[src/rtl/complement_pipe_if.sv]
`default_nettype none
// --------------------------------------------------------------------------
// complement_pipe_if: operand/result handshake bundle for complement_pipe.
// Rev 1.0
// --------------------------------------------------------------------------
interface complement_pipe_if #(
  parameter int WIDTH = 8
);
  logic             in_valid;
  logic             in_ready;
  logic [WIDTH-1:0] in_data;
  logic [1:0]       in_mode;
  logic             out_valid;
  logic             out_ready;
  logic [WIDTH-1:0] out_data;
  logic             out_ovf;
  logic             out_negz;
  logic             out_zero;

  modport master (
    output in_valid, in_data, in_mode, out_ready,
    input  in_ready, out_valid, out_data, out_ovf, out_negz, out_zero
  );

  modport slave (
    input  in_valid, in_data, in_mode, out_ready,
    output in_ready, out_valid, out_data, out_ovf, out_negz, out_zero
  );
endinterface
`default_nettype wire

[src/rtl/complement_pipe.sv]
`default_nettype none
// --------------------------------------------------------------------------
// complement_pipe: two-stage pass / one's / two's / sign-magnitude converter.
// Rev 1.0
// --------------------------------------------------------------------------
module complement_pipe #(
  parameter int WIDTH = 8
) (
  input  wire logic        clk,
  input  wire logic        rst,
  complement_pipe_if.slave bus
);

  localparam logic [1:0] MODE_PASS = 2'b00;
  localparam logic [1:0] MODE_ONES = 2'b01;
  localparam logic [1:0] MODE_NEG  = 2'b10;
  localparam logic [1:0] MODE_SM   = 2'b11;
  localparam logic [WIDTH-1:0] MOST_NEG = {1'b1, {(WIDTH-1){1'b0}}};

  logic             s1_valid;
  logic [WIDTH-1:0] s1_inv;
  logic             s1_cin;
  logic             s1_ovf;
  logic             s1_negz;

  logic             s2_valid;
  logic [WIDTH-1:0] s2_data;
  logic             s2_ovf;
  logic             s2_negz;
  logic             s2_zero;

  logic             s2_adv;
  logic             s1_adv;
  logic [WIDTH-1:0] inv_next;
  logic             cin_next;
  logic             is_most_neg;
  logic [WIDTH-1:0] sum;

  assign s2_adv      = !s2_valid || bus.out_ready;
  assign s1_adv      = !s1_valid || s2_adv;
  assign bus.in_ready = s1_adv;

  assign is_most_neg = (bus.in_data == MOST_NEG);

  // Every negating mode is expressed as invert-then-increment so S2 holds a single adder.
  always_comb begin
    inv_next = bus.in_data;
    cin_next = 1'b0;
    case (bus.in_mode)
      MODE_ONES: inv_next = ~bus.in_data;
      MODE_NEG: begin
        inv_next = ~bus.in_data;
        cin_next = 1'b1;
      end
      MODE_SM: begin
        if (bus.in_data[WIDTH-1]) begin
          inv_next = ~{1'b0, bus.in_data[WIDTH-2:0]};
          cin_next = 1'b1;
        end
      end
      MODE_PASS: inv_next = bus.in_data;
      default:   inv_next = bus.in_data;
    endcase
  end

  assign sum = s1_inv + {{(WIDTH-1){1'b0}}, s1_cin};

  always_ff @(posedge clk) begin
    if (rst) begin
      s1_valid <= 1'b0;
      s1_inv   <= '0;
      s1_cin   <= 1'b0;
      s1_ovf   <= 1'b0;
      s1_negz  <= 1'b0;
    end else if (s1_adv) begin
      s1_valid <= bus.in_valid;
      if (bus.in_valid) begin
        s1_inv  <= inv_next;
        s1_cin  <= cin_next;
        s1_ovf  <= is_most_neg && (bus.in_mode == MODE_NEG);
        s1_negz <= is_most_neg && (bus.in_mode == MODE_SM);
      end
    end
  end

  always_ff @(posedge clk) begin
    if (rst) begin
      s2_valid <= 1'b0;
      s2_data  <= '0;
      s2_ovf   <= 1'b0;
      s2_negz  <= 1'b0;
      s2_zero  <= 1'b0;
    end else if (s2_adv) begin
      s2_valid <= s1_valid;
      if (s1_valid) begin
        s2_data <= sum;
        s2_ovf  <= s1_ovf;
        s2_negz <= s1_negz;
        s2_zero <= (sum == '0);
      end
    end
  end

  assign bus.out_valid = s2_valid;
  assign bus.out_data  = s2_data;
  assign bus.out_ovf   = s2_ovf;
  assign bus.out_negz  = s2_negz;
  assign bus.out_zero  = s2_zero;

endmodule
`default_nettype wire

[src/flat_wrapper.sv]
// flat-port wrapper written by rule: the top's interface ports become plain ports
module complement_pipe_flat 
#(
  parameter int WIDTH = 8
)
  (clk, rst, bus_in_valid, bus_in_data, bus_in_mode, bus_out_ready, bus_in_ready, bus_out_valid, bus_out_data, bus_out_ovf, bus_out_negz, bus_out_zero);
  complement_pipe_if #(.WIDTH(WIDTH)) bus_i ();
  input  wire logic clk;
  input  wire logic rst;
  input wire logic [$bits(bus_i.in_valid)-1:0] bus_in_valid;
  input wire logic [$bits(bus_i.in_data)-1:0] bus_in_data;
  input wire logic [$bits(bus_i.in_mode)-1:0] bus_in_mode;
  input wire logic [$bits(bus_i.out_ready)-1:0] bus_out_ready;
  output wire logic [$bits(bus_i.in_ready)-1:0] bus_in_ready;
  output wire logic [$bits(bus_i.out_valid)-1:0] bus_out_valid;
  output wire logic [$bits(bus_i.out_data)-1:0] bus_out_data;
  output wire logic [$bits(bus_i.out_ovf)-1:0] bus_out_ovf;
  output wire logic [$bits(bus_i.out_negz)-1:0] bus_out_negz;
  output wire logic [$bits(bus_i.out_zero)-1:0] bus_out_zero;
  assign bus_i.in_valid = bus_in_valid;
  assign bus_i.in_data = bus_in_data;
  assign bus_i.in_mode = bus_in_mode;
  assign bus_i.out_ready = bus_out_ready;
  assign bus_in_ready = bus_i.in_ready;
  assign bus_out_valid = bus_i.out_valid;
  assign bus_out_data = bus_i.out_data;
  assign bus_out_ovf = bus_i.out_ovf;
  assign bus_out_negz = bus_i.out_negz;
  assign bus_out_zero = bus_i.out_zero;
  complement_pipe #(.WIDTH(WIDTH)) u_core (.clk(clk), .rst(rst), .bus(bus_i));
endmodule
[config.mk]
export PLATFORM = sky130hd
export DESIGN_NAME = complement_pipe_flat
export DESIGN_NICKNAME = d
export VERILOG_FILES = /design/src/rtl/complement_pipe_if.sv /design/src/rtl/complement_pipe.sv /design/src/flat_wrapper.sv
export SDC_FILE = /design/constraint.sdc
export NUM_CORES = 1
export LEC_CHECK = 0
export CORE_MARGIN = 10
export CORE_UTILIZATION = 40
export CTS_BUF_LIST = sky130_fd_sc_hd__clkbuf_4
export DETAILED_ROUTE_END_ITERATION = 8
export MAX_ROUTING_LAYER = met4
export PLACE_DENSITY = 0.67
export SLEW_MARGIN = 20
export SYNTH_ARGS = -nofsm -noshare
export SYNTH_HDL_FRONTEND = slang
export SYNTH_SLANG_ARGS = --single-unit
export TNS_END_PERCENT = 50
[constraint.sdc]
create_clock -name clk -period 3.9 [get_ports clk]
set_clock_uncertainty 0.05 [all_clocks]
set_input_delay 0.78 -clock clk [delete_from_list [all_inputs] [get_ports clk]]
set_output_delay 0.78 -clock clk [all_outputs]
set_load 0.01 [all_outputs]
# Word level (Yosys, flattened, before mapping)
# Cells that the tools add are included.
word_totals:
  word_cells: 32
  out_inout_bits: 13
  ff_bits: 24
op_classes:
  reduce_logical: 11
  eq_ne: 4
  bitwise_logic: 2
  add_sub_neg: 1
  muxes: 4
ops:
  columns: ["operator", "n"]
  rows:
  - ["$pmux W8 S3", 1]
  - ["$add A8 B1 Y8", 1]
  - ["$eq A8 B8 Y1 const B", 1]
  - ["$logic_not A8 Y1", 1]
  - ["$mux W8", 1]
  - ["$not A7 Y8", 1]
  - ["$not A8 Y8", 1]
  - ["$eq A2 B2 Y1 const B", 2]
  - ["$reduce_and A2 Y1", 2]
  - ["$eq A2 B1 Y1 const B", 1]
  - ["$logic_and A1 B1 Y1", 2]
  - ["$logic_not A1 Y1", 2]
  - ["$logic_not A2 Y1", 1]
  - ["$logic_or A1 B1 Y1", 2]
  - ["$pmux W1 S2", 1]
  - ["$reduce_or A2 Y1", 1]
  - ["$mux W1", 1]

# Logic depth before layout (Yosys ltp)
# Gate-level depths: netlist of the first run.
logic_depth:
  ltp_word: 4
  ltp_mapped: 6
  depth_no_buf: 6

# Worst setup path after synthesis of the first run
# Ideal clock, no wire load.
synth_path:
  path_kind: "input port to flip-flop"
  from: "input bus_in_mode[0]"
  to: "register u_core.s1_inv[0]"
  path_stages: 5
  n_path_buf: 0
  t_arrival_ns: 1.807
  slack_ns: 1.973
  setup_ns: 0.070
  cell_sequence: "inv_1 ha_1 o21bai_1 a211o_1 a21oi_1"
synth_between:
  elab_chain_len: 3
  word_cells_on_any_way: 6
synth_rtl:
  columns: ["element", "line", "rtl"]
  rows:
  - ["from (decl)", "flat_wrapper.sv:12", "input wire logic [$bits(bus_i.in_mode)-1:0] bus_in_mode;"]
  - ["$eq A2 B1 Y1 or $eq A2 B2 Y1 (tied branches)", "complement_pipe.sv:49", "case (bus.in_mode)"]
  - ["$reduce_or A2 Y1 (no line)", null, null]
  - ["$pmux W8 S3 (*)", "complement_pipe.sv:49", null]
  - ["to (signal assigned)", "complement_pipe.sv:78", "s1_inv <= inv_next;"]
  - ["to (decl)", "complement_pipe.sv:21", "logic [WIDTH-1:0] s1_inv;"]
# Every way passes the cells marked *; elsewhere a longest branch is shown, timed or not.
# A chain may end at the register's enable or synchronous reset.

# Worst setup path after layout of the first run
layout_path:
  from: "input bus_out_ready"
  to: "output bus_in_ready"
layout_between:
  elab_chain_len: 2
layout_rtl:
  columns: ["element", "line", "rtl"]
  rows:
  - ["from (decl)", "flat_wrapper.sv:13", "input wire logic [$bits(bus_i.out_ready)-1:0] bus_out_ready;"]
  - ["$logic_or A1 B1 Y1", "complement_pipe.sv:39", "assign s2_adv = !s2_valid || bus.out_ready;"]
  - ["$logic_or A1 B1 Y1", "complement_pipe.sv:40", "assign s1_adv = !s1_valid || s2_adv;"]
  - ["to (decl)", "flat_wrapper.sv:14", "output wire logic [$bits(bus_i.in_ready)-1:0] bus_in_ready;"]
# Every way passes these cells.

==> flow_summary.yaml, run 1 <==
outcome:
  outcome: "complete, no violations"
layout:
  nets: 188
  final_util: 0.529
  fill_cells: 281
  multi_input_area_sq_um: 673
  fin_cells: 197
  n_antenna_cell: 0
  syn2layout_area_growth_pct: 24.0
  layout-drive-gt1-share: 0.0542
  seq_area_sq_um: 480
  final_area_sq_mm: 0.00150
critical_path:
  ff2ff_path_depth: 6
  rr_startpoint: "u_core.s1_cin$_SDFFE_PP0P_"
  crit_arrival_ns: 2.02
  slowest_stage: "clkdlybuf4s50_1"
  cp_max_fo: 5
  critical_path_required_ns: 3.07
  cp_slowest_stage_delay_ns: 0.58
  path_class: "in -> out"
  start_kind: "input pin"
  crit_chain: "clkdlybuf4s50_1 -> nand3b_1 -> clkdlybuf4s50_1"
  r2r-end: "u_core.bus.out_zero$_SDFFE_PP0P_"
  cp_common_cell: "clkdlybuf4s50_1"
  regToRegSetupSlack_ns: 2.10
  cp-end-kind: "primary output"
global_route:
  grt_max_degree: 26
  grt_antenna_before_repair: 0
  grt_pass1_vias: 1045
  grtUsageTotal: 0.103
  grt_overflow: 0
  grt_pass1_wl_mm: 4.53
power_and_ir_drop:
  ir_drop_v: 0.000140
  power.leakage_nw: 0.586
  power_uw: 467
  pwr_density_cell_mw_per_mm2: 312
place:
  placed_cells: 194
  placed_area_sq_mm: 0.00148
  io_buffer_count: 26
  place_worst_setup_slack_ns: 1.05
  place_congestion: 0.755
  dp.final_hpwl_mm: 2.12
synthesis:
  syn_nets: 163
  synth_area_leaders: "dfxtp_1 (40%), ha_1 (6.2%), nor2_1 (6.2%), nand2_1 (5.6%), a21oi_1 (5.4%)"
  synth_most_common_cell: "dfxtp_1"
  synth_common_cells: "dfxtp_1 (24), nor2_1 (20), nand2_1 (18)"
  synth_seq_cells: 24
  synthesis.area_sq_mm: 0.00121
  synth_top_area_share: 0.398
  synthArstFlopShare: 0
  ys_seq_area_frac: 0.398
  synth_ff_type: "dfxtp_1"
  synth_top_cell_by_area: "dfxtp_1"
  syn_area_per_cell_sq_um: 8.44
  synth_cell_type_count: 35
  synth_cells: 143
  synth_warnings: 0
  synth_edf_count: 0
sta:
  fmax_mhz: 350
  finalCritPeriodShare: 0.732
  layout_min_cycle_time_ns: 2.85
  fin_tns_setup_ns: 0
  worst_slew_pin_slew_ns: 0.911
  max-slew-margin-rel: 0.391
  finalHoldViolCount: 0
  hold-worst-slack_ns: 0.417
  slew_violations: 0
  fin_ws_ns: 1.05
  finalSetupViolations: 0
  rsz0062_at_grt: "false"
floorplanning:
  initial_core_util: 0.427
  die_x_um: 74.9
  dieArea_sq_mm: 0.00562
  fp.dieH_um: 74.9
  fp-row-count: 19
  core_sq_mm: 0.00283
  io_pins: 27
clock_tree:
  cts_hold_buf: 0
  clk_pin_slew_worst_paths_ns: 0.12
  numCtsBuffers: 3
  htree_levels: 1
  cts_setup_buffers: 0
  clkSinkCount: 24
  clock_latency_ns: 0.30
  ctsResizeCount: 0
  clock_path_buffers: 2
  tritoncts: "built"
  root_buffer: "clkbuf_4"
worst_hold_path:
  hold_depth: 2
  hp-class: "reg -> reg"
  holdCritStartpoint: "u_core.bus.out_ovf$_SDFFE_PP0P_"
  hold_end: "u_core.bus.out_ovf$_SDFFE_PP0P_"
route:
  routed_wl_mm: 2.69
  dr.pass1.iters: 4
  wl_per_cell_um: 13.7
  vias: 1053
  drt-initial-drc-count: 57
  drcViolationCount: 0
  ant_nets: 0
  routed_via_density: 5.35
flow_run:
  cap_violations: 0
## area by class of cell
cell class,instances,area share
Clock buffer,3,0.0150
Sequential cell,24,0.321
Multi-Input combinational cell,107,0.449
Inverter,6,0.0150
Tap cell,31,0.0259
Timing Repair Buffer,26,0.174
## state kept, by name, indices dropped and copies added (netlist names)
name / count
u_core.bus.out_data: 8
u_core.s1_inv: 8
u_core.bus.out_negz: 1
u_core.bus.out_ovf: 1
u_core.bus.out_valid: 1
u_core.bus.out_zero: 1
u_core.s1_cin: 1
u_core.s1_negz: 1
u_core.s1_ovf: 1
u_core.s1_valid: 1
## placed cells by master, fill, tap and decap left out, types with 4 or more instances in the layout
master	n
clkdlybuf4s50_1	26
dfxtp_1	24
nor2_1	20
nand2_1	18
a21oi_1	13
a211o_1	7
inv_1	6
a211oi_1	6
ha_1	6
xor2_1	5
nand3_1	4
## cell families (layout without fill, tap and decap cells)
group | Yosys count | count (layout) | synth area share
AOI/OAI and AO/OA | 35 | 35 | 0.204
xor gates and xnor gates | 7 | 7 | 0.0508
adders and majority gates | 6 | 6 | 0.0622
buffers and inverters | 12 | 35 | 0.0445
DFF | 24 | 24 | 0.398
muxes | 1 | 1 | 0.00829
and+or+nand+nor | 58 | 58 | 0.232
## worst max-delay path by stage
stage | start | endpoint | slack, ns | depth (start not counted)
floorplan | bus_in_mode[0] | u_core.s1_inv[0]$_SDFFE_PP0P_ | 1.97 | 5
global placement | bus_out_ready | bus_in_ready | 1.07 | 3
detailed placement | bus_out_ready | bus_in_ready | 1.05 | 3
CTS | bus_out_ready | bus_in_ready | 1.04 | 3
global route | bus_out_ready | bus_in_ready | 1.00 | 3
finish | bus_out_ready | bus_in_ready | 1.05 | 3
## routing by layer
| layer | up-vias | track usage | part of all wire |
|---|---|---|---|
| met1 | 468 | 0.121 | 0.46 |
| met5 | - | - | 0 |
| met2 | 31 | 0.167 | 0.46 |
| li1 | 552 | - | - |
| met3 | 2 | 0.0223 | 0.064 |
| met4 | 0 | 0.0441 | 0.013 |
## worst max-delay path, delay by kind of cell
kind | cells | cell delay (ns)
buf+inv | 2 | 1.04
simple gates | 1 | 0.20
## where the power goes
part | switching [mW] | total, mW | internal [mW]
sequential | 0.0115 | 0.270 | 0.259
clock | 0.0658 | 0.102 | 0.0360
combinational | 0.0464 | 0.0946 | 0.0482
total | 0.124 | 0.467 | 0.343
No activity file was read; power rests on OpenSTA's default activity.
==> run 2, diff against run 1 <==
clock period = 2.8 ns   (was 3.9 ns; I/O delays follow)
==> run 2 against run 1 <==
Wire length shrank 5.0%. Register-to-register slack worse by 1.0 ns. Sequential power grew 39%. Total power up 38%. Sequential share of layout area down 0.16 points. Worst setup slack worse by 0.66 ns. Critical endpoint unchanged. Largest power group unchanged.
==> flow_summary.yaml, run 2 (synthesis results as in run 1) <==
route:
  vias: 1067
  routed_via_density: 5.39
  highest_layer: "met4"
  wl_met2_mm: 1.13
  drt-initial-drc-count: 27
  wl_per_cell_um: 12.9
  routed_wl_mm: 2.56
  met3_length_um: 137
  dr.pass1.iters: 5
  ant_nets: 0
  drcViolationCount: 0
  met1_length_mm: 1.26
sta:
  finalCritPeriodShare: 0.863
  finalSetupViolations: 0
  worst_slew_pin_slew_ns: 0.531
  max-slew-margin-rel: 0.646
  rsz0062_at_grt: "false"
  slew_violations: 0
  finalHoldViolCount: 0
  fmax_mhz: 414
  layout_min_cycle_time_ns: 2.42
  fin_tns_setup_ns: 0
clock_tree:
  clock_latency_ns: 0.29
  clkSinkCount: 24
  numCtsBuffers: 3
  htree_levels: 1
  cts_hold_buf: 0
  clock_path_buffers: 2
  tritoncts: "built"
  ctsResizeCount: 0
  clk_pin_slew_worst_paths_ns: 0.11
  cts_setup_buffers: 0
  root_buffer: "clkbuf_4"
power_and_ir_drop:
  intPower_uw: 478
  p_comb_frac: 0.204
  p_clk_frac: 0.212
  net-switching-power_uw: 167
  pwr_density_cell_mw_per_mm2: 429
  power.leakage_nw: 0.590
  ir_drop_v: 0.000164
  sequentialPowerShare: 0.583
  swShare: 0.259
layout:
  multi_input_area_sq_um: 673
  final_cell_mix: "clkdlybuf4s50_1 (26), dfxtp_1 (24), nor2_1 (20)"
  syn2layout_area_growth_pct: 24.7
  layout-drive-gt1-share: 0.0599
  fin_cells: 198
  final_util: 0.532
  n_antenna_cell: 0
  seq_area_sq_um: 480
  layout_commonest_cell: "clkdlybuf4s50_1"
  fill_cells: 284
  nets: 189
worst_hold_path:
  hp-class: "reg -> reg"
global_route:
  grtUsageTotal: 0.101
  grt_pass1_vias: 1010
  grt_pass1_wl_mm: 4.45
  grt_antenna_before_repair: 0
  grt_overflow: 0
  grt_max_degree: 21
floorplanning:
  die_x_um: 74.9
  dieArea_sq_mm: 0.00562
  core_sq_mm: 0.00283
  io_pins: 27
  initial_core_util: 0.427
  fp.dieH_um: 74.9
  fp-row-count: 19
critical_path:
  start_kind: "input pin"
  path_class: "in -> out"
  crit_arrival_ns: 1.81
  critical_path_required_ns: 2.19
  cp_max_fo: 5
  cp-end-kind: "primary output"
place:
  dp.final_hpwl_mm: 2.09
  placed_cells: 195
  place_congestion: 0.754
  io_buffer_count: 26
outcome:
  outcome: "complete, no violations"
flow_run:
  cap_violations: 0
[run 2: changes by cell type in the layout (fill, tap and decap cells not counted), sizes merged]
cell	previous run	this run
buf	0	1
[run 2: metal layers]
layer	GRT usage	vias up
met5	-	-
met4	0.0504	0
met3	0.0210	2
met2	0.160	30
met1	0.119	483
li1	-	552
[run 2: layout make-up]
cell class,count,area share
tap,31,0.0258
clock buffer,3,0.0150
inverter,6,0.0150
sequential,24,0.319
multi-input combinational,107,0.447
timing repair buffer,27,0.178
[run 2: worst max-delay path, stage by stage]
cell and delay, ns:
clkdlybuf4s50_1 0.46, nand3b_1 0.20, clkdlybuf4s50_1 0.58
[run 2: worst paths after layout]
| kind | slack, ns | end | from | depth (start not counted) |
|---|---|---|---|---|
| setup / recovery | 0.38 | bus_in_ready | bus_out_ready | 3 |
| hold / removal | 0.42 | u_core.bus.out_negz$_SDFFE_PP0P_ | u_core.bus.out_negz$_SDFFE_PP0P_ | 2 |
| setup reg to reg | 1.07 | u_core.bus.out_zero$_SDFFE_PP0P_ | u_core.s1_cin$_SDFFE_PP0P_ | 6 |
| hold reg to reg | 0.42 | u_core.bus.out_negz$_SDFFE_PP0P_ | u_core.bus.out_negz$_SDFFE_PP0P_ | 2 |
[run 2: per-stage QoR]
stage               hold WS (ns)  setup WS (ns)  total power, mW  area (sq um)
global route               0.450          0.314            0.688          1510
detailed placement         0.401          0.387            0.516          1480
finish                     0.415          0.385            0.645          1510
CTS                        0.420          0.382            0.655          1510
global placement           0.393          0.411            0.512          1480
floorplan                  0.382           1.09            0.460          1210
[run 2: power by group through the flow]
stage	sequential (mW)	clock (mW)	combinational, mW
finish	0.376	0.137	0.132
floorplan	0.386	0	0.0748
global placement	0.383	0	0.129
global route	0.379	0.161	0.148
detailed placement	0.384	0	0.132
CTS	0.377	0.146	0.133
